$ cat src/rtl/bcd_iteration_selector.sv
// bcd_iteration_selector
// Operator-entry stage for the Fibonacci datapath. It holds a two-digit
// packed-BCD iteration count that inc/dec buttons step up or down. Holding a
// button auto-repeats after an initial hold delay.
//
// Ports
//   clk_i             system clock, rising edge
//   reset_ni          asynchronous active-low reset
//   inc_i, dec_i      debounced button levels, synchronous to clk_i
//   iterations_bcd_o  count, [7:4] tens digit, [3:0] ones digit
//   changed_o         one-cycle pulse in the cycle the count takes a new value
//   at_limit_o        high while the count sits at MIN_VALUE or MAX_VALUE
module bcd_iteration_selector #(
    parameter int MIN_VALUE     = 0,
    parameter int MAX_VALUE     = 99,
    parameter int WRAP          = 0,
    parameter int HOLD_DELAY    = 50_000_000,
    parameter int REPEAT_PERIOD = 10_000_000
) (
    input  logic       clk_i,
    input  logic       reset_ni,
    input  logic       inc_i,
    input  logic       dec_i,
    output logic [7:0] iterations_bcd_o,
    output logic       changed_o,
    output logic       at_limit_o
);

    localparam int TIMER_MAX = (HOLD_DELAY > REPEAT_PERIOD) ? HOLD_DELAY : REPEAT_PERIOD;
    localparam int TW        = $clog2(TIMER_MAX + 1);

    localparam logic [7:0]    MIN_BCD     = {4'(MIN_VALUE / 10), 4'(MIN_VALUE % 10)};
    localparam logic [7:0]    MAX_BCD     = {4'(MAX_VALUE / 10), 4'(MAX_VALUE % 10)};
    localparam logic [TW-1:0] HOLD_LAST   = TW'(HOLD_DELAY - 1);
    localparam logic [TW-1:0] REPEAT_LAST = TW'(REPEAT_PERIOD - 1);
    localparam logic [TW-1:0] TIMER_ONE   = TW'(1);
    localparam logic [TW-1:0] TIMER_ZERO  = TW'(0);

    typedef enum logic [1:0] {
        ST_IDLE    = 2'd0,
        ST_HOLD    = 2'd1,
        ST_REPEAT  = 2'd2,
        ST_LOCKOUT = 2'd3
    } state_t;

    // Packed-BCD increment; the tens digit never overflows because the limit
    // rule intercepts a step at MAX_VALUE before this is used.
    function automatic logic [7:0] bcd_inc(input logic [7:0] v);
        logic [7:0] r;
        if (v[3:0] == 4'd9) begin
            r = {v[7:4] + 4'd1, 4'd0};
        end else begin
            r = {v[7:4], v[3:0] + 4'd1};
        end
        return r;
    endfunction

    // Packed-BCD decrement; the tens digit never underflows for the same reason.
    function automatic logic [7:0] bcd_dec(input logic [7:0] v);
        logic [7:0] r;
        if (v[3:0] == 4'd0) begin
            r = {v[7:4] - 4'd1, 4'd9};
        end else begin
            r = {v[7:4], v[3:0] - 4'd1};
        end
        return r;
    endfunction

    state_t        state_q, state_d;
    logic [TW-1:0] timer_q, timer_d;
    logic [7:0]    count_q, count_d;
    logic          changed_q, changed_d;
    logic          dir_q, dir_d;          // 1: active button is inc
    logic          inc_hist_q, inc_hist_d;
    logic          dec_hist_q, dec_hist_d;
    logic          armed_q, armed_d;      // low only for the first clock after reset

    logic inc_rise_s, dec_rise_s, active_s, other_s, step_s, step_up_s;

    // Rising-edge detection, masked on the first clock after reset release so a
    // button already held at that moment is not taken as a press.
    always_comb begin
        inc_rise_s = armed_q & inc_i & ~inc_hist_q;
        dec_rise_s = armed_q & dec_i & ~dec_hist_q;
        active_s   = dir_q ? inc_i : dec_i;
        other_s    = dir_q ? dec_i : inc_i;
        inc_hist_d = inc_i;
        dec_hist_d = dec_i;
        armed_d    = 1'b1;
    end

    // FSM next state, hold/repeat timer and step request.
    always_comb begin
        state_d   = state_q;
        timer_d   = timer_q;
        dir_d     = dir_q;
        step_s    = 1'b0;
        step_up_s = dir_q;
        case (state_q)
            ST_IDLE: begin
                if (inc_rise_s && dec_rise_s) begin
                    state_d = ST_LOCKOUT;
                end else if (inc_rise_s ^ dec_rise_s) begin
                    step_s    = 1'b1;
                    step_up_s = inc_rise_s;
                    dir_d     = inc_rise_s;
                    timer_d   = TIMER_ZERO;
                    state_d   = ST_HOLD;
                end else begin
                    state_d = ST_IDLE;
                end
            end
            ST_HOLD, ST_REPEAT: begin
                // The opposite button wins over everything, including a timer
                // expiry in the same cycle, so stepping stops immediately.
                if (other_s) begin
                    timer_d = TIMER_ZERO;
                    state_d = ST_LOCKOUT;
                end else if (!active_s) begin
                    timer_d = TIMER_ZERO;
                    state_d = ST_IDLE;
                end else if (timer_q == ((state_q == ST_HOLD) ? HOLD_LAST : REPEAT_LAST)) begin
                    step_s  = 1'b1;
                    timer_d = TIMER_ZERO;
                    state_d = ST_REPEAT;
                end else begin
                    timer_d = timer_q + TIMER_ONE;
                end
            end
            ST_LOCKOUT: begin
                timer_d = TIMER_ZERO;
                if (!inc_i && !dec_i) begin
                    state_d = ST_IDLE;
                end else begin
                    state_d = ST_LOCKOUT;
                end
            end
            default: begin
                timer_d = TIMER_ZERO;
                state_d = ST_IDLE;
            end
        endcase
    end

    // Count update with limit handling; a saturated step leaves the count as is
    // and therefore raises no changed pulse.
    always_comb begin
        count_d = count_q;
        if (step_s) begin
            if (step_up_s) begin
                if (count_q == MAX_BCD) begin
                    count_d = (WRAP != 0) ? MIN_BCD : count_q;
                end else begin
                    count_d = bcd_inc(count_q);
                end
            end else begin
                if (count_q == MIN_BCD) begin
                    count_d = (WRAP != 0) ? MAX_BCD : count_q;
                end else begin
                    count_d = bcd_dec(count_q);
                end
            end
        end else begin
            count_d = count_q;
        end
        changed_d = (count_d != count_q);
    end

    // State, timer, count and history registers.
    always_ff @(posedge clk_i or negedge reset_ni) begin
        if (!reset_ni) begin
            state_q    <= ST_IDLE;
            timer_q    <= TIMER_ZERO;
            count_q    <= MIN_BCD;
            changed_q  <= 1'b0;
            dir_q      <= 1'b0;
            inc_hist_q <= 1'b0;
            dec_hist_q <= 1'b0;
            armed_q    <= 1'b0;
        end else begin
            state_q    <= state_d;
            timer_q    <= timer_d;
            count_q    <= count_d;
            changed_q  <= changed_d;
            dir_q      <= dir_d;
            inc_hist_q <= inc_hist_d;
            dec_hist_q <= dec_hist_d;
            armed_q    <= armed_d;
        end
    end

    assign iterations_bcd_o = count_q;
    assign changed_o        = changed_q;
    assign at_limit_o       = (count_q == MIN_BCD) || (count_q == MAX_BCD);

endmodule
$ cat config.mk
export PLATFORM = sky130hd
export DESIGN_NAME = bcd_iteration_selector
export DESIGN_NICKNAME = d
export VERILOG_FILES = /design/src/rtl/bcd_iteration_selector.sv
export SDC_FILE = /design/constraint.sdc
export NUM_CORES = 1
export LEC_CHECK = 0
export ABC_AREA = 1
export BUFFER_PORTS_ARGS = -buffer_cell sky130_fd_sc_hd__buf_2
export CORE_UTILIZATION = 55
export CTS_BUF_LIST = sky130_fd_sc_hd__clkbuf_4
export DETAILED_ROUTE_END_ITERATION = 8
export GPL_TIMING_DRIVEN = 0
export PLACE_DENSITY = 0.74
export SLEW_MARGIN = 20
export SYNTH_ARGS = -nofsm -noshare
export SYNTH_HDL_FRONTEND = slang
export SYNTH_SLANG_ARGS = --single-unit
$ cat constraint.sdc
create_clock -name clk_i -period 2.8 [get_ports clk_i]
set_input_delay 0.14 -clock clk_i [delete_from_list [all_inputs] [get_ports clk_i]]
set_output_delay 0.14 -clock clk_i [all_outputs]
set_load 0.1 [all_outputs]
Word level (Yosys, flattened, before mapping)
Index checks and enable logic that the tools add are counted.
{"block": "classes", "addsub": 5, "eq_ne": 10, "n_mux": 31, "bitwise": 7, "reduce_logical": 10}
{"operator": "$mux 26", "n": 6}
{"operator": "$pmux 26 s3", "n": 1}
{"operator": "$mux 8", "n": 6}
{"operator": "$add 26x1->26 const B", "n": 1}
{"operator": "$eq 26x26->1", "n": 1}
{"operator": "$mux 1", "n": 11}
{"operator": "$mux 2", "n": 5}
{"operator": "$add 4x1->4 const B", "n": 2}
{"operator": "$eq 8x8->1 const B", "n": 1}
{"operator": "$logic_not 8->1", "n": 1}
{"operator": "$ne 8x8->1", "n": 1}
{"operator": "$sub 4x1->4 const B", "n": 2}
{"operator": "$pmux 2 s3", "n": 1}
{"operator": "$and 1x1->1", "n": 4}
{"operator": "$eq 2x2->1 const B", "n": 2}
{"operator": "$eq 4x4->1 const B", "n": 1}
{"operator": "$logic_not 4->1", "n": 1}
{"operator": "$ne 2x2->1 const B", "n": 2}
{"operator": "$ne 4x4->1 const B", "n": 1}
{"operator": "$eq 2x1->1 const B", "n": 1}
{"operator": "$logic_and 1x1->1", "n": 2}
{"operator": "$logic_not 1->1", "n": 2}
{"operator": "$logic_not 2->1", "n": 1}
{"operator": "$not 1->1", "n": 2}
{"operator": "other kinds (5)", "n": 5}
{"block": "totals", "register_bits": 41, "output_inout_bits": 10, "word_cells": 71}

Logic depth before layout (Yosys ltp)
{"block": "logic_depth", "ltp_word": 9, "mapped_depth": 14, "mapped_depth_nobuf": 14}

Worst setup path before layout
No wires, ideal clock.
{"block": "synth_timing", "kind": "reg-to-output", "startpoint": "register count_q[4], in the netlist iterations_bcd_o[4]", "endpoint": "output port at_limit_o", "arrival_ps": 2352, "required_ps": 2660, "slack_ps": 308, "path_stages_with_launch": 6, "cell_sequence": "dfrtp_1 ha_1 nand3_1 nor2_2 inv_1 nand2_1"}
{"block": "synth_via", "elab_chain_cells": 2}
{"item": "from (decl)", "line": "71", "source": "logic [7:0] count_q, count_d;"}
{"item": "from (signal assigned)", "line": "183", "source": "count_q <= count_d;"}
{"item": "$eq 8x8->1 / $logic_not 8->1 (equally long branches)", "line": "194", "source": "assign at_limit_o = (count_q == MIN_BCD) || (count_q == MAX_BCD);"}
{"item": "$logic_or 1x1->1 *", "line": "194"}
{"item": "to (decl)", "line": "26", "source": "output logic at_limit_o"}
Mark *: on every way between the ends. The rest lies on a longest branch, timed or not.

Worst setup path in the final report
{"block": "layout_timing", "startpoint": "input port dec_i", "endpoint": "register timer_q[15]"}
{"block": "layout_via", "elab_chain_cells": 5}
{"item": "from (decl)", "line": "23", "source": "input logic dec_i,"}
{"item": "$and 1x1->1 (2 in a row)", "line": "84", "source": "dec_rise_s = armed_q & dec_i & ~dec_hist_q;"}
{"item": "$xor 1x1->1 / $logic_and 1x1->1 (equally long branches)", "line": "103, 101"}
{"item": "$ne 2x2->1 (no line)"}
{"item": "$reduce_and 2->1 (no line)"}
{"item": "to (signal assigned)", "line": "182", "source": "timer_q <= timer_d;"}
{"item": "to (decl)", "line": "70", "source": "logic [TW-1:0] timer_q, timer_d;"}
Parallel ways exist; a longest one is shown, timed or not.
A chain may end at the register's enable or synchronous reset.

==> impl_metrics.py <==
metrics = {
    "run_status": {
        "status": "complete, no violations",
    },
    "synthesis": {
        "synth_area_leader_cell": "sky130_fd_sc_hd__dfrtp_1",
        "cell_with_the_most_instances_after_synthesis": "sky130_fd_sc_hd__nand2_1",
        "yosysWarningCount": 0,
        "synth_top_family_by_area": "simple AND/OR/NAND/NOR gates",
        "synth_simple_gate_area_share_pct": 39.22,
        "sequential_cell_area_fraction_in_the_yosys_report_pct": 35.22,
        "compound_gate_fraction_of_synth_area_pct": 7.045,
        "asyncSetResetFlopFracSynth_pct": 100.0,
        "synth_edf_count": 0,
        "synth_adder_area_share_pct": 4.725,
        "post_synth.cell_area_avg_um2": 6.935,
        "synth.top_cells.by_count": "120 x sky130_fd_sc_hd__nand2_1, 53 x sky130_fd_sc_hd__inv_1, 48 x sky130_fd_sc_hd__nor2_1",
        "synth_nets": 435,
        "syn-instance-count": 420,
        "synth_xor_area_share_pct": 3.909,
        "synth_top_flop_cell": "sky130_fd_sc_hd__dfrtp_1",
        "synth_mux_area_share_pct": 0,
        "syn_area_um2": 2913,
        "ys_types": 36,
        "synth.top_cell.area_share_pct": 35.22,
        "flop_and_latch_count_out_of_synthesis": 41,
        "post_synth_main_area_contributors": "sky130_fd_sc_hd__dfrtp_1 35%, sky130_fd_sc_hd__nand2_1 15%, sky130_fd_sc_hd__inv_1 6.8%",
    },
    "floorplan": {
        "fp.dieArea_um2": 5591,
        "core_um2": 5107,
        "initial_core_util_pct": 57.03,
        "die-width_um": 74.78,
        "io_pins": 14,
        "fp-row-count": 26,
        "die_y_um": 74.78,
    },
    "sta": {
        "achievable_frequency_mhz": 438.7,
        "rsz_0062_raised_after_global_routing": "no",
        "timing.setup.tns_ns": 0,
        "finalSetupViolations": 0,
        "layout_worst_path_cycle_share_pct": 81.42,
        "worst_pin_slew_ns": 0.9239,
        "setup_ws_ns": 0.5203,
        "timing.clock.skew_ns": 0.01651,
        "maxSlewViolCount": 0,
        "hold_violations": 0,
        "final_period_minus_worst_setup_slack_ns": 2.280,
        "slew_headroom_pct": 38.41,
    },
    "worst_setup_path": {
        "worst_setup_path_start_kind": "primary input",
        "slowest_stage": "sky130_fd_sc_hd__dlygate4sd3_1",
        "critical-path-top-delay-family": "simple AND/OR/NAND/NOR gates",
        "crit_buf_inv": 5,
        "worst_stage_delay_on_the_critical_path_ns": 0.52,
        "cpMostUsedCell": "sky130_fd_sc_hd__nand2_1",
        "category_of_the_critical_setup_timing_path": "in -> reg",
        "crit_path_max_fanout": 4,
        "regToRegSetupSlack_ns": 0.57,
        "r2r-start": "dec_hist_q",
        "crit_path_cell_trace": "dlygate4sd3_1 > buf_2 > inv_1 > nor3_1 > inv_1 > ha_1 > inv_1 > o21ai_4 > nand2_1 > nor2_2 > nand3_1 > nor2_2 > nand2_1 > nand2_1 > nand2_1 > nor2_1",
        "worst_setup_path_end_kind": "register",
        "data_required_time_of_the_critical_path_ns": 3.09,
        "critPathArrivalTime_ns": 2.57,
        "r2r-end": "timer_q[15]",
        "cell_count_of_the_worst_reg_to_reg_path": 13,
    },
    "clock_network": {
        "clock-root-buffer": "sky130_fd_sc_hd__clkbuf_4",
        "tritoncts.num_buffers": 5,
        "cts.repair_timing.setup_buffer_count": 0,
        "clockBufferDepth": 2,
        "clkTransAtPathRegs_ns": 0.14,
        "cts_tree": "done",
        "clkLatencyLatePin_ns": 0.36,
        "cts.sinks": 41,
        "ctsHtreeMaxLevel": 2,
    },
    "power_and_ir_drop": {
        "power_switching_share_pct": 55.30,
        "share_comb_of_total_power_pct": 58.3,
        "intPower_mw": 1.163,
        "clockPowerShare_pct": 11.7,
        "seqPwrFrac_pct": 30.0,
        "power.density_nw_per_um2": 825.7,
        "power_leakage_nw": 1.578,
        "ir_drop_v": 0.0006840,
        "power.switching_mw": 1.439,
    },
    "min_path": {
        "timing.hold.worst.class": "in -> async",
    },
    "layout": {
        "flow.area_growth_from_synthesis_pct": 8.161,
        "layout.area.seq_um2": 1026,
        "finish.net_count": 458,
        "area_occupied_by_multi_input_gates_um2": 1603,
        "diodes": 0,
        "fillers": 496,
        "fraction_of_final_layout_cells_with_drive_strength_greater_than_1_pct": 13.29,
    },
    "global_routing": {
        "grt_util_met2_pct": 40.94,
        "global_route.overflow_total": 0,
        "groute.layer.met3.usage_pct": 3.882,
        "grt_antenna_before_repair": 0,
        "grtUsageMet1_pct": 32.35,
        "pin_count_of_the_biggest_net_entering_global_routing": 42,
        "grt_pass1_vias": 2301,
        "busiest_layer": "met2",
        "globalRouteTotalUtil_pct": 24.42,
        "grt_pass1_wl_um": 10360,
    },
    "routing": {
        "routedWlPerCell_um": 12.03,
        "vias": 2646,
        "drc": 0,
        "firstDrtPassIters": 4,
        "dr.first_iter.drc_count": 189,
        "wire_length_reported_by_the_detailed_router_um": 6183,
        "antenna_violating_nets_left": 0,
        "via_to_cell_ratio": 5.148,
    },
    "flow_run": {
        "cap_violations": 0,
    },
    "place": {
        "preCtsSetupSlack_ns": 0.6056,
        "hpwl_um": 4499,
        "place.gp.congestion": 0.9402,
        "buffer_ports.inserted": 13,
    },
}
[power by group through the flow]
stage / sequential [mW] / combinational, mW / clock (mW)
2_1_floorplan: 1.15 / 0.875 / 0
3_3_place_gp: 0.789 / 1.50 / 0
3_5_place_dp: 0.790 / 1.51 / 0
4_1_cts: 0.780 / 1.52 / 0.311
5_1_grt: 0.800 / 1.68 / 0.337
6_report: 0.781 / 1.52 / 0.303
[worst reg2reg max path: stages (launching register included)]
cell	delay [ns]
sky130_fd_sc_hd__dfrtp_1	0.38
sky130_fd_sc_hd__nor3_1	0.25
sky130_fd_sc_hd__inv_1	0.07
sky130_fd_sc_hd__ha_1	0.30
sky130_fd_sc_hd__inv_1	0.06
sky130_fd_sc_hd__o21ai_4	0.21
sky130_fd_sc_hd__nand2_1	0.18
sky130_fd_sc_hd__nor2_2	0.17
sky130_fd_sc_hd__nand3_1	0.16
sky130_fd_sc_hd__nor2_2	0.13
sky130_fd_sc_hd__nand2_1	0.06
sky130_fd_sc_hd__nand2_1	0.05
sky130_fd_sc_hd__nand2_1	0.05
sky130_fd_sc_hd__nor2_1	0.08
[registers in the layout, indices dropped and copies added (netlist names)]
register and cells:
state_q 2, dec_hist_q 1, timer_q 26, dir_q 1
inc_hist_q 1, changed_o 1, iterations_bcd_o 8, armed_q 1
[placed cells by master, fill, tap and decap left out, types with 2 or more instances in the layout]
cell / instances
sky130_fd_sc_hd__nand2_1: 120
sky130_fd_sc_hd__inv_1: 53
sky130_fd_sc_hd__nor2_1: 48
sky130_fd_sc_hd__dfrtp_1: 41
sky130_fd_sc_hd__nand3_1: 29
sky130_fd_sc_hd__o21ai_0: 16
sky130_fd_sc_hd__buf_2: 16
sky130_fd_sc_hd__nor2_2: 16
sky130_fd_sc_hd__nand4_1: 13
sky130_fd_sc_hd__nor3_1: 12
sky130_fd_sc_hd__ha_1: 11
sky130_fd_sc_hd__a21oi_1: 10
sky130_fd_sc_hd__xor2_1: 9
sky130_fd_sc_hd__inv_2: 5
sky130_fd_sc_hd__clkbuf_4: 5
sky130_fd_sc_hd__xnor2_1: 4
sky130_fd_sc_hd__o21ai_1: 3
sky130_fd_sc_hd__nand2_2: 3
sky130_fd_sc_hd__nor4_1: 3
sky130_fd_sc_hd__dlygate4sd3_1: 3
sky130_fd_sc_hd__nand3b_1: 2
sky130_fd_sc_hd__nand2_4: 2
sky130_fd_sc_hd__o21bai_1: 2
sky130_fd_sc_hd__clkinv_2: 2
[worst max path at each step]
stage | from | end | slack, ns | cells past startpoint
2_1_floorplan | iterations_bcd_o[4] | at_limit_o | 0.31 | 5
3_5_place_dp | dec_hist_q | timer_q[15] | 0.61 | 13
6_report | dec_i | timer_q[15] | 0.52 | 16
3_3_place_gp | dec_hist_q | timer_q[15] | 0.63 | 13
5_1_grt | dec_i | timer_q[15] | 0.32 | 16
4_1_cts | dec_i | timer_q[15] | 0.51 | 16
[cell type report]
type,count,share of cell area [%]
well taps,70,2.780
flip-flops and latches,41,32.57
inverters,59,7.188
multi-input cells,313,50.87
repair buffers,16,3.018
plain buffers,7,1.827
clock inverters,3,0.5560
clock buffers,5,1.191
[stage by stage]
step	hold slack [ns]	total power [mW]	cell area, um2	cells	util [%]
after global placement	0.2959	2.287	3065	503	60.02
after detailed placement	0.2962	2.302	3065	503	60.02
final	0.4391	2.601	3151	514	61.69
after floorplan	-0.1556	2.023	2913	420	-
after CTS	0.4483	2.612	3151	514	61.69
after global routing	0.4578	2.816	3151	514	61.69
[what timing repair did]
action / CTS / global route
endpoints found under the hold margin: 43 / 0
hold buffers: 3 / 0
resized for setup: 0 / 0
[routing by layer]
| metal | vias up | share of wire (%) |
|---|---|---|
| li1 | 1376 | - |
| met1 | 1216 | 46 |
| met2 | 44 | 49 |
| met3 | 10 | 3.1 |
| met4 | 0 | 1.6 |
| met5 | - | 0 |
[kinds of logic (layout without fill, tap and decap cells)]
family	count (synthesis)	count (layout)
DFF	41	41
xor gates and xnor gates	13	13
adders and majority gates	11	11
buffers and inverters	66	90
other	1	1
AOI/OAI and AO/OA	36	36
and+or+nand+nor	252	252
(Power assumes the default switching activity.)
